**src/rtl/led_pattern_gen_if.sv**
```systemverilog
// Switch/LED bundle of the LED pattern generator: run/mode/dir controls in,
// LED pattern and step pulse out.
interface led_pattern_gen_if #(
    parameter int WIDTH = 4
) ();
    logic             sw;
    logic [1:0]       mode;
    logic             dir;
    logic [WIDTH-1:0] data;
    logic             step;

    modport master (output sw, mode, dir, input data, step);
    modport slave  (input sw, mode, dir, output data, step);
endinterface

```
**src/rtl/led_pattern_gen.sv**
```systemverilog
// WIDTH-bit LED pattern generator: prescaled stepping through rotate, bounce,
// up/down count and thermometer-fill patterns, plus a registered step pulse.
module led_pattern_gen #(
    parameter int WIDTH = 4,
    parameter int DIV   = 4
) (
    input  logic              clk,
    input  logic              res,
    led_pattern_gen_if.slave  bus
);
    localparam int PW = (DIV > 1) ? $clog2(DIV) : 1;

    typedef enum logic [1:0] {
        M_SHIFT  = 2'b00,
        M_BOUNCE = 2'b01,
        M_COUNT  = 2'b10,
        M_FILL   = 2'b11
    } mode_e;

    mode_e            mode_q, mode_d;
    logic [PW-1:0]    pre_q, pre_d;
    logic [WIDTH-1:0] data_q, data_d, nxt;
    logic             bdir_q, bdir_d, bdir_nxt;
    logic             step_q, step_d;

    // Pattern successor for the current mode; only used on a step edge.
    always_comb begin
        nxt      = data_q;
        bdir_nxt = bdir_q;
        unique case (mode_q)
            M_SHIFT: nxt = bus.dir ? {data_q[0], data_q[WIDTH-1:1]}
                                   : {data_q[WIDTH-2:0], data_q[WIDTH-1]};
            M_BOUNCE: begin
                if (!bdir_q && data_q[WIDTH-1]) begin
                    nxt      = data_q >> 1;
                    bdir_nxt = 1'b1;
                end else if (bdir_q && data_q[0]) begin
                    nxt      = data_q << 1;
                    bdir_nxt = 1'b0;
                end else begin
                    nxt = bdir_q ? (data_q >> 1) : (data_q << 1);
                end
            end
            M_COUNT: nxt = bus.dir ? data_q - WIDTH'(1) : data_q + WIDTH'(1);
            M_FILL:  nxt = (&data_q) ? '0 : {data_q[WIDTH-2:0], 1'b1};
            default: nxt = data_q;
        endcase
    end

    always_comb begin
        mode_d = mode_q;
        pre_d  = pre_q;
        data_d = data_q;
        bdir_d = bdir_q;
        step_d = 1'b0;
        if (bus.mode != mode_q) begin
            // A mode change reloads even if it collides with a due step.
            mode_d = mode_e'(bus.mode);
            pre_d  = '0;
            bdir_d = 1'b0;
            data_d = (bus.mode == M_SHIFT || bus.mode == M_BOUNCE) ? WIDTH'(1) : '0;
        end else if (bus.sw) begin
            if (pre_q == PW'(DIV - 1)) begin
                pre_d  = '0;
                data_d = nxt;
                bdir_d = bdir_nxt;
                step_d = 1'b1;
            end else begin
                pre_d = pre_q + PW'(1);
            end
        end
    end

    always_ff @(posedge clk) begin
        if (res) begin
            mode_q <= M_SHIFT;
            pre_q  <= '0;
            data_q <= WIDTH'(1);
            bdir_q <= 1'b0;
            step_q <= 1'b0;
        end else begin
            mode_q <= mode_d;
            pre_q  <= pre_d;
            data_q <= data_d;
            bdir_q <= bdir_d;
            step_q <= step_d;
        end
    end

    assign bus.data = data_q;
    assign bus.step = step_q;
endmodule

```
**src/flat_wrapper.sv**
```systemverilog
// flat-port wrapper written by rule: the top's interface ports become plain ports
module led_pattern_gen_flat 
#(
    parameter int WIDTH = 4,
    parameter int DIV   = 4
)
  (clk, res, bus_sw, bus_mode, bus_dir, bus_data, bus_step);
  led_pattern_gen_if #(.WIDTH(WIDTH)) bus_i ();
  input  logic clk;
  input  logic res;
  input wire logic [$bits(bus_i.sw)-1:0] bus_sw;
  input wire logic [$bits(bus_i.mode)-1:0] bus_mode;
  input wire logic [$bits(bus_i.dir)-1:0] bus_dir;
  output wire logic [$bits(bus_i.data)-1:0] bus_data;
  output wire logic [$bits(bus_i.step)-1:0] bus_step;
  assign bus_i.sw = bus_sw;
  assign bus_i.mode = bus_mode;
  assign bus_i.dir = bus_dir;
  assign bus_data = bus_i.data;
  assign bus_step = bus_i.step;
  led_pattern_gen #(.WIDTH(WIDTH), .DIV(DIV)) u_core (.clk(clk), .res(res), .bus(bus_i));
endmodule
```
**config.mk**
```make
export PLATFORM = sky130hd
export DESIGN_NAME = led_pattern_gen_flat
export DESIGN_NICKNAME = d
export VERILOG_FILES = /design/src/rtl/led_pattern_gen_if.sv /design/src/rtl/led_pattern_gen.sv /design/src/flat_wrapper.sv
export SDC_FILE = /design/constraint.sdc
export NUM_CORES = 1
export LEC_CHECK = 0
export ABC_AREA = 0
export BUFFER_PORTS_ARGS = -buffer_cell sky130_fd_sc_hd__buf_2
export CAP_MARGIN = 15
export CORE_MARGIN = 4
export CORE_UTILIZATION = 50
export DETAILED_ROUTE_END_ITERATION = 6
export GPL_ROUTABILITY_DRIVEN = 0
export PLACE_DENSITY_LB_ADDON = 0.12
export SKIP_LAST_GASP = 1
export SLEW_MARGIN = 20
export SYNTH_ARGS = -nofsm -noshare
export SYNTH_HDL_FRONTEND = slang
export SYNTH_SLANG_ARGS = --single-unit
```
**constraint.sdc**
```tcl
create_clock -name clk -period 3.6 [get_ports clk]
set_clock_uncertainty 0.05 [all_clocks]
set_input_delay 0.72 -clock clk [delete_from_list [all_inputs] [get_ports clk]]
set_output_delay 0.72 -clock clk [all_outputs]
set_load 0.03 [all_outputs]
```
# [Yosys cells after proc, flatten, opt, wreduce, memory -nomap -nowiden]
# Index checks and enable logic that the tools add are counted.
# W data, S select, Z words.
[word_totals] regBits=10 input_bits=6 out_inout_bits=5 wordCells=44
[classes] add_sub_neg=3 n_eq_ne=6 n_mux=15 n_bitwise=1 reduce_logical=14
[ops] operator="$mux W4" n=9
[ops] operator="$pmux W4 S4" n=1
[ops] operator="$reduce_and A4 Y1" n=2
[ops] operator="$eq A2 B2 Y1 const B" n=3
[ops] operator="$reduce_bool A2 Y1" n=3
[ops] operator="$add A4 B1 Y4 const B" n=1
[ops] operator="$eq A2 B1 Y1 const B" n=2
[ops] operator="$logic_not A2 Y1" n=2
[ops] operator="$mux W1" n=4
[ops] operator="$sub A4 B1 Y4 const B" n=1
[ops] operator="$reduce_or A3 Y1" n=1
[ops] operator="$add A2 B1 Y2 const B" n=1
[ops] operator="$logic_and A1 B1 Y1" n=2
[ops] operator="$mux W2" n=1
[ops] operator="$ne A2 B2 Y1" n=1
[ops] operator="$reduce_and A2 Y1" n=1
[ops] operator="$reduce_or A2 Y1" n=1
[ops] operator="$logic_not A1 Y1" n=1
[ops] operator="$logic_or A1 B1 Y1" n=1
[ops] operator="$not A1 Y1" n=1

# [Longest topological paths before layout]
# Gate-level depths: netlist of run 1.
[depth] depth_word=7 mapped_depth=6 mapped_depth_nobuf=6

# [Least setup slack after synthesis of run 1]
# Ideal clock, no wire load.
[synth_path] kind="register to register" start="register u_core.data_q[1], in the netlist u_core.bus.data[1]" end="register u_core.data_q[3], in the netlist u_core.bus.data[3]" setup_time_ps=117 arrival_ps=1669 slack_ps=1764 path_stages_with_launch=7 n_path_buf=0 cell_sequence="dfxtp_1 -> ha_1 -> a21o_1 -> a21oi_1 -> xnor2_1 -> o221ai_1 -> o2bb2ai_1"
[synth_between] elab_chain_cells=6 word_cells_on_any_way=9 cone_classes="add/sub: 2; mux: 6; reduce/logical: 1"
[synth_lines] element="start, declared" line="led_pattern_gen.sv:22" rtl="logic [WIDTH-1:0] data_q, data_d, nxt;"
[synth_lines] element="start signal, assigned" line="led_pattern_gen.sv:84" rtl="data_q <= data_d;"
[synth_lines] element="$add A4 B1 Y4 (tied with other cells)" line="led_pattern_gen.sv:44" rtl="M_COUNT: nxt = bus.dir ? data_q - WIDTH'(1) : data_q + WIDTH'(1);"
[synth_lines] element="$mux W4 (on tied branches)" line="led_pattern_gen.sv:44, led_pattern_gen.sv:45"
[synth_lines] element="$pmux W4 S4 *" line="led_pattern_gen.sv:30" rtl="unique case (mode_q)"
[synth_lines] element="$mux W4 *" line="led_pattern_gen.sv:63" rtl="if (pre_q == PW'(DIV - 1)) begin"
[synth_lines] element="$mux W4 *" line="led_pattern_gen.sv:62" rtl="end else if (bus.sw) begin"
[synth_lines] element="$mux W4 *" line="led_pattern_gen.sv:56" rtl="if (bus.mode != mode_q) begin"
# Every way passes the cells marked *; elsewhere a longest branch is shown, timed or not. The select of a mux whose other input is x is not followed.
# A chain may end at the register's enable or synchronous reset.

# [Final worst setup path of run 1]
[layout_path] start="register u_core.data_q[0], in the netlist u_core.bus.data[0]" end="output bus_data[0]"
[layout_rtl] element="end, declared" line="flat_wrapper.sv:14" rtl="output wire logic [$bits(bus_i.data)-1:0] bus_data;"
# No word-level cell between the ends.

==> results of run 1 <==
worst paths after layout:
path                            slack (ns)               start                  to
worst max-delay path                  1.60  u_core.bus.data[0]         bus_data[0]
worst min register to register        0.45     u_core.pre_q[1]     u_core.pre_q[1]
worst max register to register        1.74  u_core.bus.data[1]  u_core.bus.data[3]
worst min-delay path                  0.45     u_core.pre_q[1]     u_core.pre_q[1]
area by class of cell:
type                    instances  area share
clock buffers                   4      0.0443
well taps                      15      0.0229
flip-flops and latches         10       0.244
repair buffers                 10      0.0611
inverters                       2     0.00916
multi-input cells              68       0.618
synthesized netlist by cell type, drive strengths merged (3+ instances only):
cell type   n  share of area
mux2i       5          0.064
buf         6          0.082
nor3        4          0.026
a211oi      3          0.042
nand2       7          0.053
ha          3          0.048
o21ai       4          0.026
dfxtp      10           0.26
xor2        3          0.034
nor2        6          0.029
nor2b       3          0.024
a21oi       9          0.058
per-stage QoR:
step                      hold WS, ns  total power [mW]  instance area [um^2]
after floorplan                 0.415             0.156                   778
after detailed placement        0.446             0.163                   783
after CTS                       0.464             0.266                   820
final                           0.451             0.266                   820
after global placement          0.432             0.162                   783
after global routing            0.495             0.277                   820
cells in the final DEF (no fill, tap or decap), drive strengths merged:
cell,count
xor2,3
a41oi,1
a221o,1
o2bb2ai,1
o21a,1
a22oi,1
and2b,1
or3,1
a211oi,3
nand4,1
fa,1
mux2i,5
xnor2,2
nand2,7
a41o,1
or2,1
a21oi,9
nor3,4
and3b,1
a311oi,1
inv,2
o21ai,4
nor2b,3
dfxtp,10
nand3,2
a21o,2
o221ai,1
buf,10
ha,3
o22ai,1
nor2,6
clkbuf,4
kinds of logic after synthesis:
| group | count (synthesis) | share of synthesized area |
|---|---|---|
| xor+xnor | 5 | 0.0563 |
| compound gates | 27 | 0.267 |
| mux | 5 | 0.0643 |
| simple gates | 27 | 0.190 |
| buf+inv | 8 | 0.0916 |
| fa+ha+maj | 4 | 0.0740 |
| flops | 10 | 0.257 |
per-layer routing:
metal / part of all wire / up-vias / track usage
li1: - / 338 / -
met4: 0.014 / 0 / 0.0497
met2: 0.47 / 24 / 0.291
met3: 0.063 / 6 / 0.0451
met1: 0.45 / 306 / 0.215
met5: 0 / - / 0
power breakdown:
group          internal (mW)  switching [mW]  total [mW]
Clock                 0.0615          0.0439       0.105
Sequential             0.113         0.00909       0.122
Combinational         0.0173          0.0209      0.0381
Total                  0.192          0.0739       0.266
flip-flops by register name (all words and copies together) (netlist names):
signal	flops
u_core.bus.data	4
u_core.pre_q	2
u_core.bus.step	1
u_core.mode_q	2
u_core.bdir_q	1
==> impl_metrics.tcl, run 1 <==
set metrics [dict create \
    outcome "completed" \
    die-area_um2 2250 \
    dp_hpwl_mm 1.16 \
    placement_rows 13 \
    synth-seq-cells 10 \
    fin_crit_ns 2.00 \
    hold_viol_final 0 \
    cp-end-kind "output port" \
    vias_per_cell 6.18 \
    path_cells "buf_2" \
    cp.required_ns 2.83 \
    powerDensity_nw_per_um2 324 \
    final_cell_count_no_fill 109 \
    reg2regPathDepth 6 \
    ff_latch_area_um2 200 \
    n_fill_cell 135 \
    clk_path_buf_depth 2 \
    hold_depth 2 \
    core-area_um2 1380 \
    die_h_um 47.5 \
    vias 674 \
    cp_slowest_stage_delay_ns 0.66 \
    place.port_buffers 10 \
    maxCapViolations 0 \
    die_x_um 47.5 \
    tightest_slew_ns 0.544 \
    cts_tree "done" \
    clk_pin_slew_worst_paths_ns 0.07 \
    overflow 0 \
    synthCells 86 \
    post_cts_buffers 0 \
    post-route-period-util 0.555 \
    slew_viol_final 0 \
    clk-insertion-delay-late_ns 0.27 \
    fmax_ghz 0.501 \
    antenna_found_initial 0 \
    cts_sinks 10 \
    ir_worst_vdd_uv 234 \
    pre_cts_ws_ns 1.46 \
    start_util 0.563 \
    yosysSeqAreaShare 0.257 \
    grt_start_max_net_pins 15 \
    setup_tns_ns 0 \
    dr.pass1.iters 4 \
    syn_area_um2 778 \
    async_reset_ff_frac 0 \
    layout_setup_ws_ns 1.60 \
    slew_headroom 0.637 \
    crit_family "flip-flops" \
    ys_warn_count 0 \
    arrival_ns 1.23 \
    startpoint_type "flop" \
    grtUsageTotal 0.173 \
    grt_pass1_vias 602 \
    synth-main-ff-cell "dfxtp_1" \
    p_leak_nw 0.353 \
    cts_hold_buf 0 \
    cts.repair.resized 0 \
    rsz0062_at_grt "false" \
    finalWirelength_mm 1.63 \
    post-route-drc-count 0 \
    grt_pass1_wl_mm 2.71 \
    crit_fanout 13 \
    clock-root-buffer "clkbuf_4" \
    yosysUniqueCellTypes 35 \
    drtIter0Drc 17 \
    crit_path_top_delay_cell "dfxtp_1" \
    avgSynthCellArea_um2 9.05 \
    critical_path_class "flop to output port" \
    dp_cells 105 \
    crit_cells 1 \
    ioPinCount 11 \
    cts_max_level 1 \
    multi_input_area_um2 507 \
    area_growth_pct 5.31 \
    fin_nets 105 \
    cp_num_buf_inv 1 \
    min_path_type "flop to flop" \
    routedWlPerCell_um 15.0 \
    synth-edff-count 0 \
    drive_gt1_frac 0.202 \
    route.antenna.remaining_nets 0 \
    syn-num-nets 96 \
    cts_buffers 3 \
    n_antenna_cell 0 \
    setup_viol 0 \
    final_util 0.593 \
]
(Power assumes the default switching activity.)
==> inputs of run 2 (changes only) <==
- clock period: 3.6 -> 1.9 ns (I/O delays scaled with it)
==> run 2 against run 1 <==
Compared with the run above:
- sequential share of layout area fell by 1.7 points
- clock power rose by 91%
- flip-flop and latch count did not move
- largest cell class unchanged
- largest power group unchanged
==> impl_metrics.tcl, run 2 (synthesis gave the netlist of run 1 again) <==
set metrics [dict create \
    hold_viol_final 0 \
    cp-end-kind "flop" \
    slew_headroom 0.774 \
    clk_path_buf_depth 2 \
    clock-root-buffer "clkbuf_4" \
    n_antenna_cell 0 \
    maxCapViolations 0 \
    die-area_um2 2250 \
    cts_sinks 10 \
    outcome "completed" \
    cts_hold_buf 0 \
    overflow 0 \
    cp.required_ns 2.02 \
    ff_latch_area_um2 200 \
    core-area_um2 1380 \
    post-route-drc-count 0 \
    routedWlPerCell_um 15.1 \
    rsz0062_at_grt "false" \
    drive_gt1_frac 0.265 \
    cts.repair.resized 0 \
    slew_viol_final 0 \
    start_util 0.563 \
    p_total_mw 0.515 \
    ir_worst_vdd_uv 416 \
    largest_reg_flops 4 \
    top_layer "met4" \
    cp_slowest_stage_delay_ns 0.48 \
    cts_tree "done" \
    clk-insertion-delay-late_ns 0.28 \
    clk_pin_slew_worst_paths_ns 0.07 \
    area_growth_pct 13.0 \
    grt_pass1_vias 626 \
    drtIter0Drc 23 \
    powerDensity_nw_per_um2 586 \
    die_x_um 47.5 \
    grt_pass1_wl_mm 3.00 \
    path_cells "ha_1, a21o_1, a21oi_1, xnor2_1, o221ai_1, o2bb2ai_1" \
    critical_path_class "flop to flop" \
    crit_fanout 5 \
    finalWirelength_mm 1.76 \
    cts_max_level 1 \
    pre_cts_ws_ns 0.147 \
    dr.pass1.iters 4 \
    fmax_ghz 0.589 \
    startpoint_type "flop" \
    drt-met1-wl_um 729 \
    grtUsageTotal 0.195 \
    met3_length_um 140 \
    setup_tns_ns 0 \
    die_h_um 47.5 \
    min_path_type "input pin to flop" \
    cts_buffers 3 \
    post-route-period-util 0.894 \
    arrival_ns 1.82 \
    vias_per_cell 6.04 \
    final_util 0.636 \
    layout_setup_ws_ns 0.202 \
    post_cts_buffers 0 \
    setup_viol 0 \
    final_area_um2 880 \
    wl_met2_um 870 \
    route.antenna.remaining_nets 0 \
    n_fill_cell 134 \
    ioPinCount 11 \
    place.port_buffers 10 \
    p_leak_nw 0.394 \
    place_area_um2 843 \
    multi_input_area_um2 507 \
    crit_path_top_delay_cell "dfxtp_1" \
    dp_hpwl_mm 1.26 \
    fin_nets 113 \
    fin_crit_ns 1.70 \
    antenna_found_initial 0 \
    tightest_slew_ns 0.338 \
    vias 707 \
    grt_start_max_net_pins 13 \
    most-common-layout-cells "buf_2 (10), dfxtp_1 (10), a21oi_1 (9), buf_4 (8), nor2_1 (6)" \
    placement_rows 13 \
]
[run 2: changes by cell type in the layout (fill, tap and decap cells not counted), sizes merged]
cell and delta:
buf +8
[run 2: worst max-delay path, delay by kind of cell (launching register included)]
| family | cells | cell delay [ns] |
|---|---|---|
| XOR/XNOR | 1 | 0.14 |
| adder cells (fa/ha/maj) | 1 | 0.28 |
| flip-flops | 1 | 0.48 |
| AO/OA/AOI/OAI | 4 | 0.62 |
[run 2: cell type report]
class | count | area share
Sequential cell | 10 | 0.228
Timing Repair Buffer | 18 | 0.125
Clock buffer | 4 | 0.0413
Inverter | 2 | 0.00853
Tap cell | 15 | 0.0213
Multi-Input combinational cell | 68 | 0.576
[run 2: path summary, 6_finish.rpt]
check,start,endpoint,slack (ns),cells past startpoint
worst max-delay path,u_core.bus.data[1],u_core.bus.data[3],0.20,6
worst min-delay path,res,u_core.mode_q[1],0.25,2
worst max register to register,u_core.bus.data[1],u_core.bus.data[3],0.20,6
worst min register to register,u_core.pre_q[1],u_core.pre_q[1],0.46,2
[run 2: report_power, final]
| part | internal (mW) | switching, mW |
|---|---|---|
| combinational | 0.0401 | 0.0516 |
| clock | 0.117 | 0.0846 |
| sequential | 0.215 | 0.00749 |
| total | 0.372 | 0.144 |
[run 2: per-layer routing]
layer | vias to the layer above | track usage
met5 | - | 0
met4 | 0 | 0.0663
met3 | 4 | 0.0789
met2 | 26 | 0.302
met1 | 328 | 0.245
li1 | 349 | -
[run 2: per-stage QoR]
| stage | hold slack [ns] | std cells |
|---|---|---|
| finish | 0.251 | 117 |
| global route | 0.253 | 117 |
| CTS | 0.255 | 117 |
| detailed placement | 0.449 | 113 |
| global placement | 0.434 | 113 |
| floorplan | 0.402 | 86 |
==> inputs of run 3 (changes only) <==
- clock period: 1.9 -> 2.1 ns (I/O delays scaled with it)
==> run 3 against run 2 <==
Compared with the run above:
- via count decreased by 4.7%
- hold slack improved by 0.045 ns
- design area shrank 3.4%
- routed wire length fell by 4.7%
- die area stayed put
- largest cell class unchanged
- sequential share of layout area is 0.80 points higher
==> impl_metrics.tcl, run 3 (synthesis gave the netlist of run 1 again) <==
set metrics [dict create \
    setup_viol 0 \
    cts_max_level 1 \
    cts_buffers 3 \
    die_h_um 47.5 \
    internal-power_mw 0.332 \
    grtUsageTotal 0.184 \
    r2r_start "u_core.mode_q[1]" \
    p_comb_frac 0.160 \
    post-route-drc-count 0 \
    clk-insertion-delay-late_ns 0.28 \
    die_x_um 47.5 \
    crit_path_start "u_core.mode_q[1]" \
    vias_per_cell 5.96 \
    fin_nets 109 \
    core-area_um2 1380 \
    setup_tns_ns 0 \
    grt_pass1_vias 617 \
    p_leak_nw 0.373 \
    vias 674 \
    n_antenna_cell 0 \
    grt_pass1_wl_mm 2.84 \
    rsz0062_at_grt "false" \
    cp.required_ns 2.25 \
    layout_setup_ws_ns 0.333 \
    dr.pass1.iters 4 \
    reg2regPathDepth 4 \
    final_util 0.614 \
    hp-start "res" \
    slew_viol_final 0 \
    place.port_buffers 10 \
    hold_depth 2 \
    cts_hold_buf 0 \
    post_cts_buffers 0 \
    finalWirelength_mm 1.68 \
    p_switching_mw 0.127 \
    clk_path_buf_depth 2 \
    clock-root-buffer "clkbuf_4" \
    slew_headroom 0.626 \
    arrival_ns 1.92 \
    drive_gt1_frac 0.235 \
    p_seq_frac 0.446 \
    dp_hpwl_mm 1.21 \
    min_path_type "input pin to flop" \
    grt_start_max_net_pins 15 \
    cts_sinks 10 \
    cts_tree "done" \
    routedWlPerCell_um 14.9 \
    hold_viol_final 0 \
    route.antenna.remaining_nets 0 \
    outcome "completed" \
    area_growth_pct 9.16 \
    fmax_ghz 0.566 \
    startpoint_type "flop" \
    antenna_found_initial 0 \
    holdPathEnd "u_core.mode_q[0]" \
    cts.repair.resized 0 \
    cp-end-kind "flop" \
    post-route-period-util 0.842 \
    overflow 0 \
    crit_fanout 14 \
    tightest_slew_ns 0.560 \
    clkPwrFrac 0.394 \
    rrSetupSlack_ns 0.33 \
    start_util 0.563 \
    ioPinCount 11 \
    switching_share 0.277 \
    critical_path_class "flop to flop" \
    largest_reg_flops 4 \
    fin_crit_ns 1.77 \
    clk_pin_slew_worst_paths_ns 0.06 \
    most-common-layout-cells "buf_2 (10), dfxtp_1 (10), a21oi_1 (9), nor2_1 (6)" \
    pre_cts_ws_ns 0.268 \
    ir_worst_vdd_uv 343 \
    reg2reg_to "u_core.bus.data[3]" \
    powerDensity_nw_per_um2 541 \
    maxCapViolations 0 \
    drtIter0Drc 7 \
    die-area_um2 2250 \
    n_fill_cell 131 \
    placement_rows 13 \
]
run 3: changes by cell type in the layout (fill, tap and decap cells not counted):
cell   delta
buf_4     -4
run 3: stage by stage:
stage	hold slack (ns)	std cells	area [um^2]	total power [mW]
floorplan	0.415	86	778	0.268
global placement	0.432	109	813	0.281
detailed placement	0.449	109	813	0.283
CTS	0.302	113	850	0.460
global route	0.321	113	850	0.479
finish	0.296	113	850	0.459
run 3: layout make-up:
type                    instances  area (um^2)  area share
multi-input cells              68          507       0.596
flip-flops and latches         10          200       0.236
repair buffers                 14         80.1      0.0943
clock buffers                   4         36.3      0.0427
well taps                      15         18.8      0.0221
inverters                       2         7.51     0.00884
run 3: layer usage:
layer,global-route usage,up-vias,wire [um]
met5,0,-,0
met4,0.0663,0,18
met3,0.0564,3,99
met2,0.307,21,826
met1,0.222,310,737
li1,-,340,-
run 3: worst max-delay path by stage:
| stage | to | depth (start not counted) |
|---|---|---|
| 6_report | u_core.bus.data[3] | 4 |
| 4_1_cts | u_core.bus.data[3] | 4 |
| 3_3_place_gp | u_core.bus.data[3] | 7 |
| 3_5_place_dp | u_core.bus.data[3] | 7 |
| 2_1_floorplan | u_core.bus.data[3] | 6 |
| 5_1_grt | u_core.bus.data[3] | 4 |
run 3: critical path, stage by stage (launching register included):
cell and delay [ns]:
dfxtp_1 0.67, xor2_1 0.12, or3_1 0.48, a211oi_2 0.24, o2bb2ai_1 0.13
run 3: power groups by stage:
stage	clock network, mW	logic, mW	registers, mW
2_1_floorplan	0	0.0615	0.207
3_3_place_gp	0	0.0724	0.209
3_5_place_dp	0	0.0739	0.209
4_1_cts	0.181	0.0742	0.205
5_1_grt	0.190	0.0826	0.206
6_report	0.181	0.0736	0.205
